===== src/rtl/easyaxi_rd_arb.sv =====
// easyaxi_rd_arb: round-robin arbiter that funnels MST_NUM AXI read masters
// onto one slave read port, with a single burst in flight at any time.
// Field widths come from the shared AXI width macros. Defaults are provided
// here only for the case where no project-wide header has defined them.
`ifndef AXI_ID_W
`define AXI_ID_W 4
`endif
`ifndef AXI_ADDR_W
`define AXI_ADDR_W 32
`endif
`ifndef AXI_LEN_W
`define AXI_LEN_W 8
`endif
`ifndef AXI_SIZE_W
`define AXI_SIZE_W 3
`endif
`ifndef AXI_BURST_W
`define AXI_BURST_W 2
`endif
`ifndef AXI_USER_W
`define AXI_USER_W 4
`endif
`ifndef AXI_DATA_W
`define AXI_DATA_W 32
`endif
`ifndef AXI_RESP_W
`define AXI_RESP_W 2
`endif

module easyaxi_rd_arb #(
    parameter int MST_NUM = 2,
    parameter int GNT_W   = $clog2(MST_NUM)
) (
    input  logic                               clk,
    input  logic                               rst_n,
    // master-side AR
    input  logic [MST_NUM-1:0]                 axi_mst_arvalid,
    output logic [MST_NUM-1:0]                 axi_mst_arready,
    input  logic [MST_NUM*`AXI_ID_W-1:0]       axi_mst_arid,
    input  logic [MST_NUM*`AXI_ADDR_W-1:0]     axi_mst_araddr,
    input  logic [MST_NUM*`AXI_LEN_W-1:0]      axi_mst_arlen,
    input  logic [MST_NUM*`AXI_SIZE_W-1:0]     axi_mst_arsize,
    input  logic [MST_NUM*`AXI_BURST_W-1:0]    axi_mst_arburst,
    input  logic [MST_NUM*`AXI_USER_W-1:0]     axi_mst_aruser,
    // master-side R
    output logic [MST_NUM-1:0]                 axi_mst_rvalid,
    input  logic [MST_NUM-1:0]                 axi_mst_rready,
    output logic [`AXI_ID_W-1:0]               axi_mst_rid,
    output logic [`AXI_DATA_W-1:0]             axi_mst_rdata,
    output logic [`AXI_RESP_W-1:0]             axi_mst_rresp,
    output logic                               axi_mst_rlast,
    output logic [`AXI_USER_W-1:0]             axi_mst_ruser,
    // slave-side AR
    output logic                               axi_slv_arvalid,
    input  logic                               axi_slv_arready,
    output logic [`AXI_ID_W-1:0]               axi_slv_arid,
    output logic [`AXI_ADDR_W-1:0]             axi_slv_araddr,
    output logic [`AXI_LEN_W-1:0]              axi_slv_arlen,
    output logic [`AXI_SIZE_W-1:0]             axi_slv_arsize,
    output logic [`AXI_BURST_W-1:0]            axi_slv_arburst,
    output logic [`AXI_USER_W-1:0]             axi_slv_aruser,
    // slave-side R
    input  logic                               axi_slv_rvalid,
    output logic                               axi_slv_rready,
    input  logic [`AXI_ID_W-1:0]               axi_slv_rid,
    input  logic [`AXI_DATA_W-1:0]             axi_slv_rdata,
    input  logic [`AXI_RESP_W-1:0]             axi_slv_rresp,
    input  logic                               axi_slv_rlast,
    input  logic [`AXI_USER_W-1:0]             axi_slv_ruser,
    // status
    output logic                               arb_busy,
    output logic [GNT_W-1:0]                   arb_gnt_idx
);

    typedef enum logic [1:0] {IDLE, ADDR, DATA} state_t;

    state_t           state, state_nxt;
    logic [GNT_W-1:0] gnt, gnt_nxt;
    logic [GNT_W-1:0] rr_ptr, rr_ptr_nxt;
    logic [GNT_W-1:0] pick;
    logic             found;
    int               idx;

    // round-robin search: first requesting master at or above rr_ptr, wrapping
    always_comb begin
        pick  = rr_ptr;
        found = 1'b0;
        idx   = 0;
        for (int i = 0; i < MST_NUM; i++) begin
            idx = int'(rr_ptr) + i;
            if (idx >= MST_NUM) idx = idx - MST_NUM;
            if (!found && axi_mst_arvalid[idx]) begin
                pick  = GNT_W'(idx);
                found = 1'b1;
            end
        end
    end

    // state, grant and round-robin pointer registers
    always_ff @(posedge clk) begin
        if (!rst_n) begin
            state  <= IDLE;
            gnt    <= '0;
            rr_ptr <= '0;
        end else begin
            state  <= state_nxt;
            gnt    <= gnt_nxt;
            rr_ptr <= rr_ptr_nxt;
        end
    end

    // next-state logic and per-state handshake routing
    always_comb begin
        state_nxt       = state;
        gnt_nxt         = gnt;
        rr_ptr_nxt      = rr_ptr;
        axi_mst_arready = '0;
        axi_mst_rvalid  = '0;
        axi_slv_arvalid = 1'b0;
        axi_slv_rready  = 1'b0;
        case (state)
            IDLE: begin
                if (found) begin
                    gnt_nxt   = pick;
                    state_nxt = ADDR;
                end
            end
            ADDR: begin
                axi_slv_arvalid      = axi_mst_arvalid[gnt];
                axi_mst_arready[gnt] = axi_slv_arready;
                if (axi_mst_arvalid[gnt] && axi_slv_arready) state_nxt = DATA;
            end
            DATA: begin
                axi_mst_rvalid[gnt] = axi_slv_rvalid;
                axi_slv_rready      = axi_mst_rready[gnt];
                if (axi_slv_rvalid && axi_mst_rready[gnt] && axi_slv_rlast) begin
                    state_nxt  = IDLE;
                    rr_ptr_nxt = (int'(gnt) == MST_NUM - 1) ? '0 : gnt + 1'b1;
                end
            end
            default: state_nxt = IDLE;
        endcase
    end

    // AR payload mux: the granted master's slice goes to the slave
    always_comb begin
        axi_slv_arid    = axi_mst_arid[0 +: `AXI_ID_W];
        axi_slv_araddr  = axi_mst_araddr[0 +: `AXI_ADDR_W];
        axi_slv_arlen   = axi_mst_arlen[0 +: `AXI_LEN_W];
        axi_slv_arsize  = axi_mst_arsize[0 +: `AXI_SIZE_W];
        axi_slv_arburst = axi_mst_arburst[0 +: `AXI_BURST_W];
        axi_slv_aruser  = axi_mst_aruser[0 +: `AXI_USER_W];
        for (int i = 1; i < MST_NUM; i++) begin
            if (GNT_W'(i) == gnt) begin
                axi_slv_arid    = axi_mst_arid[i*`AXI_ID_W +: `AXI_ID_W];
                axi_slv_araddr  = axi_mst_araddr[i*`AXI_ADDR_W +: `AXI_ADDR_W];
                axi_slv_arlen   = axi_mst_arlen[i*`AXI_LEN_W +: `AXI_LEN_W];
                axi_slv_arsize  = axi_mst_arsize[i*`AXI_SIZE_W +: `AXI_SIZE_W];
                axi_slv_arburst = axi_mst_arburst[i*`AXI_BURST_W +: `AXI_BURST_W];
                axi_slv_aruser  = axi_mst_aruser[i*`AXI_USER_W +: `AXI_USER_W];
            end
        end
    end

    // R payload is broadcast; only the granted master sees rvalid
    assign axi_mst_rid   = axi_slv_rid;
    assign axi_mst_rdata = axi_slv_rdata;
    assign axi_mst_rresp = axi_slv_rresp;
    assign axi_mst_rlast = axi_slv_rlast;
    assign axi_mst_ruser = axi_slv_ruser;

    assign arb_busy    = (state != IDLE);
    assign arb_gnt_idx = gnt;

endmodule


===== config.mk =====
export PLATFORM = sky130hd
export DESIGN_NAME = easyaxi_rd_arb
export DESIGN_NICKNAME = d
export VERILOG_FILES = /design/src/rtl/easyaxi_rd_arb.sv
export SDC_FILE = /design/constraint.sdc
export NUM_CORES = 1
export LEC_CHECK = 0
export ABC_AREA = 1
export BUFFER_PORTS_ARGS = -buffer_cell sky130_fd_sc_hd__buf_2
export CAP_MARGIN = 10
export CORE_AREA = 2 2 102 104
export DETAILED_ROUTE_END_ITERATION = 10
export DIE_AREA = 0 0 104 106
export GPL_TIMING_DRIVEN = 0
export SETUP_SLACK_MARGIN = 0.3
export SKIP_LAST_GASP = 1
export SLEW_MARGIN = 20
export SYNTH_ARGS = -nofsm -noshare
export SYNTH_HDL_FRONTEND = slang
export SYNTH_SLANG_ARGS = --single-unit

===== constraint.sdc =====
create_clock -name clk -period 0.9 [get_ports clk]
set_input_delay 0.045 -clock clk [delete_from_list [all_inputs] [get_ports clk]]
set_output_delay 0.045 -clock clk [all_outputs]
set_load 0.02 [all_outputs]

== Word-level counts from Yosys, hierarchy flattened ==
Index checks and enable logic that the tools add are counted.
Storage, ports and cells
  bits in registers: 4
  input port bits: 157
  output and inout bits: 104
  logic and storage cells: 64
Operators by class
  $add $sub $neg: 4
  order comparisons: 6
  eq/ne operators: 5
  muxes and demuxes: 33
  bitwise gates (word level): 2
  reductions and logical operators: 11
Operators with widths (count)
  $mux 32: 3
  $lt 32x3->1 const B: 2
  $mux 1: 18
  $mux 2: 6
  $mux 4: 2
  $mux 8: 1
  $ne 2x2->1 const B: 3
  $pmux 2 s3: 1
  $logic_and 1x1->1: 5
  $and 2x2->2: 2
  $reduce_and 2->1: 2
  $mux 3: 1
  $reduce_and 3->1: 1
  $sub 1x2->3 const B: 1
  $sub 2x2->3 const B: 1
  $add 1x1->2 const B: 1
  $eq 2x1->1 const B: 1
  $eq 2x2->1 const B: 1
  $ge 1x2->1 const B: 1
  $ge 2x2->1 const B: 1
  $logic_not 2->1: 1
  $lt 1x2->1 const B: 1
  $reduce_bool 2->1: 1
  $add 1x1->1 const B: 1
  3 further kinds: 3

== Logic depth before layout (Yosys ltp) ==
  depth in word-level cells: 11
  gate-level depth with buffers: 6
  depth with buffers taken out: 6

== Worst setup path after synthesis ==
Ideal clock, no wire load.
  path type: register to output
  start point: reg gnt (netlist: arb_gnt_idx)
  end point: out axi_mst_arready[1]
  arrival: 1.246 ns
  setup slack: -0.391 ns
  stages on the path, launching flop included: 4
  cell sequence: dfxtp_1 inv_2 buf_2 nor3_1
Between the ends
  longest elaborated chain between the ends: 6
  elaborated cells between the ends (all ways): 7
  those cells by class: 2 x order compare; 3 x mux; 1 x bitwise; 1 x reduce/logical
Ends and longest elaborated chain
  start, declared: RTL line 78  | logic [GNT_W-1:0] gnt, gnt_nxt;
  start signal, assigned: RTL line 107  | gnt <= gnt_nxt;
  $lt 1x2->1 (implied by the code) / $ge 1x1->1 (equally long branches): RTL line 130  | axi_mst_arready[gnt] = axi_slv_arready;
  $logic_and 1x1->1 (implied by the code): RTL line 130
  $mux 1 (implied by the code): RTL line 130
  $demux 1 s1 *: RTL line 130
  $and 2x2->2 (no line) *
  $mux 2 *: RTL line 121  | case (state)
  end, declared: RTL line 38  | output logic [MST_NUM-1:0] axi_mst_arready,
Every way passes the cells marked *; elsewhere a longest branch is shown, timed or not.

== Final worst setup path ==
  start point: reg gnt (netlist: arb_gnt_idx)
  end point: out axi_slv_arlen[2]
Between the ends
  longest elaborated chain between the ends: 1
Ends and longest elaborated chain
  $mux 8: RTL line 154  | if (GNT_W'(i) == gnt) begin
  end, declared: RTL line 58  | output logic [`AXI_LEN_W-1:0] axi_slv_arlen,
No other way between the ends.

==> impl_metrics.env <==
export IMPL_synth_nets=420
export IMPL_worst_path_buf_inv=4
export IMPL_antenna_left=0
export IMPL_max_cap_violations=0
export IMPL_synth_xor_area_share_pct=0
export IMPL_grt_met1_usage_pct=10.4
export IMPL_slew_viol_final=0
export IMPL_dp_hpwl_um=5040
export IMPL_cts_tree="built"
export IMPL_combPwrFrac_pct=77.6
export IMPL_tightestPinTransition_ns=0.255
export IMPL_synth_area_mux_share_pct=0
export IMPL_clkPwrFrac_pct=14.8
export IMPL_violations="setup timing"
export IMPL_synth_seq_area_share_pct=6.40
export IMPL_synth_fa_ha_area_share_pct=0
export IMPL_io_buffer_count=218
export IMPL_min_period_ns=1.25
export IMPL_synth_compound_area_share_pct=3.20
export IMPL_ys_warnings_count=0
export IMPL_grtUsageMet3_pct=2.51
export IMPL_finalWirelength_um=6370
export IMPL_cp_slowest_cell="dfxtp_4"
export IMPL_vias_per_cell=3.66
export IMPL_diodes=0
export IMPL_cts_root_buf="clkbuf_8"
export IMPL_cpPeakStageDelay_ns=0.38
export IMPL_post_synth_and_or_nand_nor_area_fraction_pct=56.7
export IMPL_synth_area_mm2=0.00125
export IMPL_num_io_pins=261
export IMPL_grt_max_degree=11
export IMPL_avgSynthCellArea_um2=4.76
export IMPL_cts_htree_levels=1
export IMPL_track_usage_pct=9.85
export IMPL_busiest_layer="met2"
export IMPL_crit_type="register to output port"
export IMPL_die_h_um=106
export IMPL_arrival_ns=1.20
export IMPL_p_sw_share_pct=44.2
export IMPL_std_cell_rows=37
export IMPL_path_clk_slew_ns=0.04
export IMPL_placed_cells=617
export IMPL_leakage_nw=1.96
export IMPL_cp_max_fo=10
export IMPL_numCtsBuffers=3
export IMPL_cts_buffer_depth=2
export IMPL_gr_total_overflow=0
export IMPL_synth_cell_types=15
export IMPL_synth_cells=263
export IMPL_switchingPower_mw=1.21
export IMPL_synth_top_family_by_area="simple AND/OR/NAND/NOR gates"
export IMPL_finalSetupViolCount=64
export IMPL_pwr_share_seq_pct=7.6
export IMPL_critPathRequiredTime_ns=0.85
export IMPL_hp_start="rst_n"
export IMPL_vias=2315
export IMPL_drtIter0Drc=78
export IMPL_die_width_um=104
export IMPL_drt_pass1_iterations=4
export IMPL_min_path_type="input pin to register"
export IMPL_antenna_found_initial=0
export IMPL_nNetsFinal=654
export IMPL_crit_chain="inv_6 -> buf_12 -> buf_12 -> nand2_2 -> nand2_2 -> buf_4"
export IMPL_area_delta_synth_final_pct=167
export IMPL_start_util_pct=12.5
export IMPL_insertion_delay_ns=0.22
export IMPL_power_density_mw_per_mm2=820
export IMPL_drcViolationCount=0
export IMPL_rsz0062_at_grt="yes"
export IMPL_hold_buffers=0
export IMPL_p_int_mw=1.53
export IMPL_ys_seq_elements=4
export IMPL_globalRouteMet2Util_pct=19.6
export IMPL_critPathLaunch="arb_gnt_idx"
export IMPL_final_period_utilization_pct=139
export IMPL_hold_viol=0
export IMPL_grt_pass1_vias=1997
export IMPL_skew_ns=0.00451
export IMPL_max_vdd_ir_drop_mv=0.833
export IMPL_final_cell_count_no_fill=632
export IMPL_fmax_mhz=802
export IMPL_grt_pass1_wl_um=9150
export IMPL_clock_sinks=4
export IMPL_r2r_start="arb_gnt_idx"
export IMPL_coreArea_mm2=0.0100
export IMPL_totalPowerFinal_mw=2.74
export IMPL_endpoint_kind="output port"
export IMPL_gp_congestion=0.722
export IMPL_wl_per_cell_um=10.1
export IMPL_layout_setup_ws_ns=-0.347
export IMPL_die_area_mm2=0.0110
export IMPL_start_kind="register"
export IMPL_crit_family="buffers and inverters"
export IMPL_status="finished, violations left"
export IMPL_drive_gt1_share_pct=76.8
export IMPL_timing_slew_headroom_pct=83.0
[tightest hold or removal path, stage by stage]
cell and delay, ns:
buf_2 0.07, inv_1 0.07, a21oi_2 0.10
[path summary, 6_finish.rpt]
check / to / slack (ns) / cells after the start
min reg2reg: rr_ptr / 0.49 / 2
max: axi_slv_arlen[2] / -0.35 / 6
min: arb_gnt_idx / 0.11 / 3
max reg2reg: rr_ptr / -0.23 / 6
[routing by layer]
metal,wire length (um),vias up
met4,27,0
met5,0,-
met2,3380,134
met1,2360,965
met3,597,4
li1,-,1212
[cell usage in the layout (no fill, tap or decap)]
cell | Yosys | final
a31oi_1 | 1 | 1
inv_6 | 0 | 1
nor2_4 | 0 | 3
buf_4 | 43 | 89
a21oi_4 | 0 | 1
clkbuf_1 | 2 | 1
nand4_1 | 1 | 1
dfxtp_4 | 0 | 1
buf_12 | 0 | 4
bufbuf_16 | 0 | 1
inv_4 | 0 | 1
nor2_1 | 5 | 2
buf_2 | 10 | 158
nand2_2 | 0 | 71
o21ai_2 | 0 | 1
clkbuf_8 | 0 | 6
nand3_1 | 3 | 2
inv_2 | 1 | 2
nand2_1 | 173 | 98
nand2_4 | 0 | 4
buf_8 | 0 | 2
a21oi_1 | 4 | 3
nor3_4 | 0 | 4
dfxtp_2 | 0 | 3
a21oi_2 | 1 | 1
buf_6 | 0 | 27
inv_1 | 10 | 7
nand3_2 | 0 | 1
[power groups by stage]
stage / combinational, mW / clock, mW / sequential (mW)
global route: 2.27 / 0.434 / 0.209
CTS: 2.00 / 0.414 / 0.209
detailed placement: 1.72 / 0 / 0.204
global placement: 1.72 / 0 / 0.204
floorplan: 1.09 / 0 / 0.206
finish: 2.13 / 0.407 / 0.208
[kinds of logic after synthesis]
group           after synthesis
simple gates                186
buf+inv                      66
compound gates                7
flops                         4
[area by class of cell]
type / instances / area, um2
fillers: 1111 / 6660
repair buffers: 229 / 1440
multi-input cells: 193 / 1040
plain buffers: 55 / 505
well taps: 136 / 170
flip-flops and latches: 4 / 87.6
inverters: 11 / 48.8
clock buffers: 4 / 45.0
[stage by stage]
stage | setup TNS, ns | hold WS [ns] | cell area (um2) | setup WS (ns) | util (%)
4_1_cts | -20.35 | 0.0968 | 3170 | -0.365 | 31.7
2_1_floorplan | -3.80 | 0.199 | 1490 | -0.111 | -
3_3_place_gp | -13.36 | 0.307 | 2750 | -0.291 | 27.5
5_1_grt | -22.25 | 0.115 | 3340 | -0.405 | 33.4
3_5_place_dp | -13.36 | 0.308 | 2750 | -0.290 | 27.5
6_report | -19.10 | 0.108 | 3340 | -0.347 | 33.4
[registers in the layout (all words and copies together), names as in the netlist]
signal,cells
rr_ptr,1
arb_gnt_idx,1
state,2
[cell usage after synthesis]
library cell | count | area (um2)
inv_2 | 1 | 3.75
dfxtp_1 | 4 | 80.1
nand4_1 | 1 | 6.26
a21oi_1 | 4 | 20.0
a31oi_1 | 1 | 6.26
nand2_1 | 173 | 649
clkbuf_1 | 2 | 7.51
inv_1 | 10 | 37.5
o21ai_0 | 1 | 5.00
nand3_1 | 3 | 15.0
nor2_1 | 5 | 18.8
nor3_1 | 4 | 20.0
buf_2 | 10 | 50.1
a21oi_2 | 1 | 8.76
buf_4 | 43 | 323
[what timing repair did]
action,in CTS,in global routing
gates cloned,2,0
endpoints found under the hold margin,0,0
buffers inserted,7,2
setup endpoints to repair,65,65
resized for setup,93,53
pin swaps,7,2
Note: power is estimated with default switching activity, not from simulation.
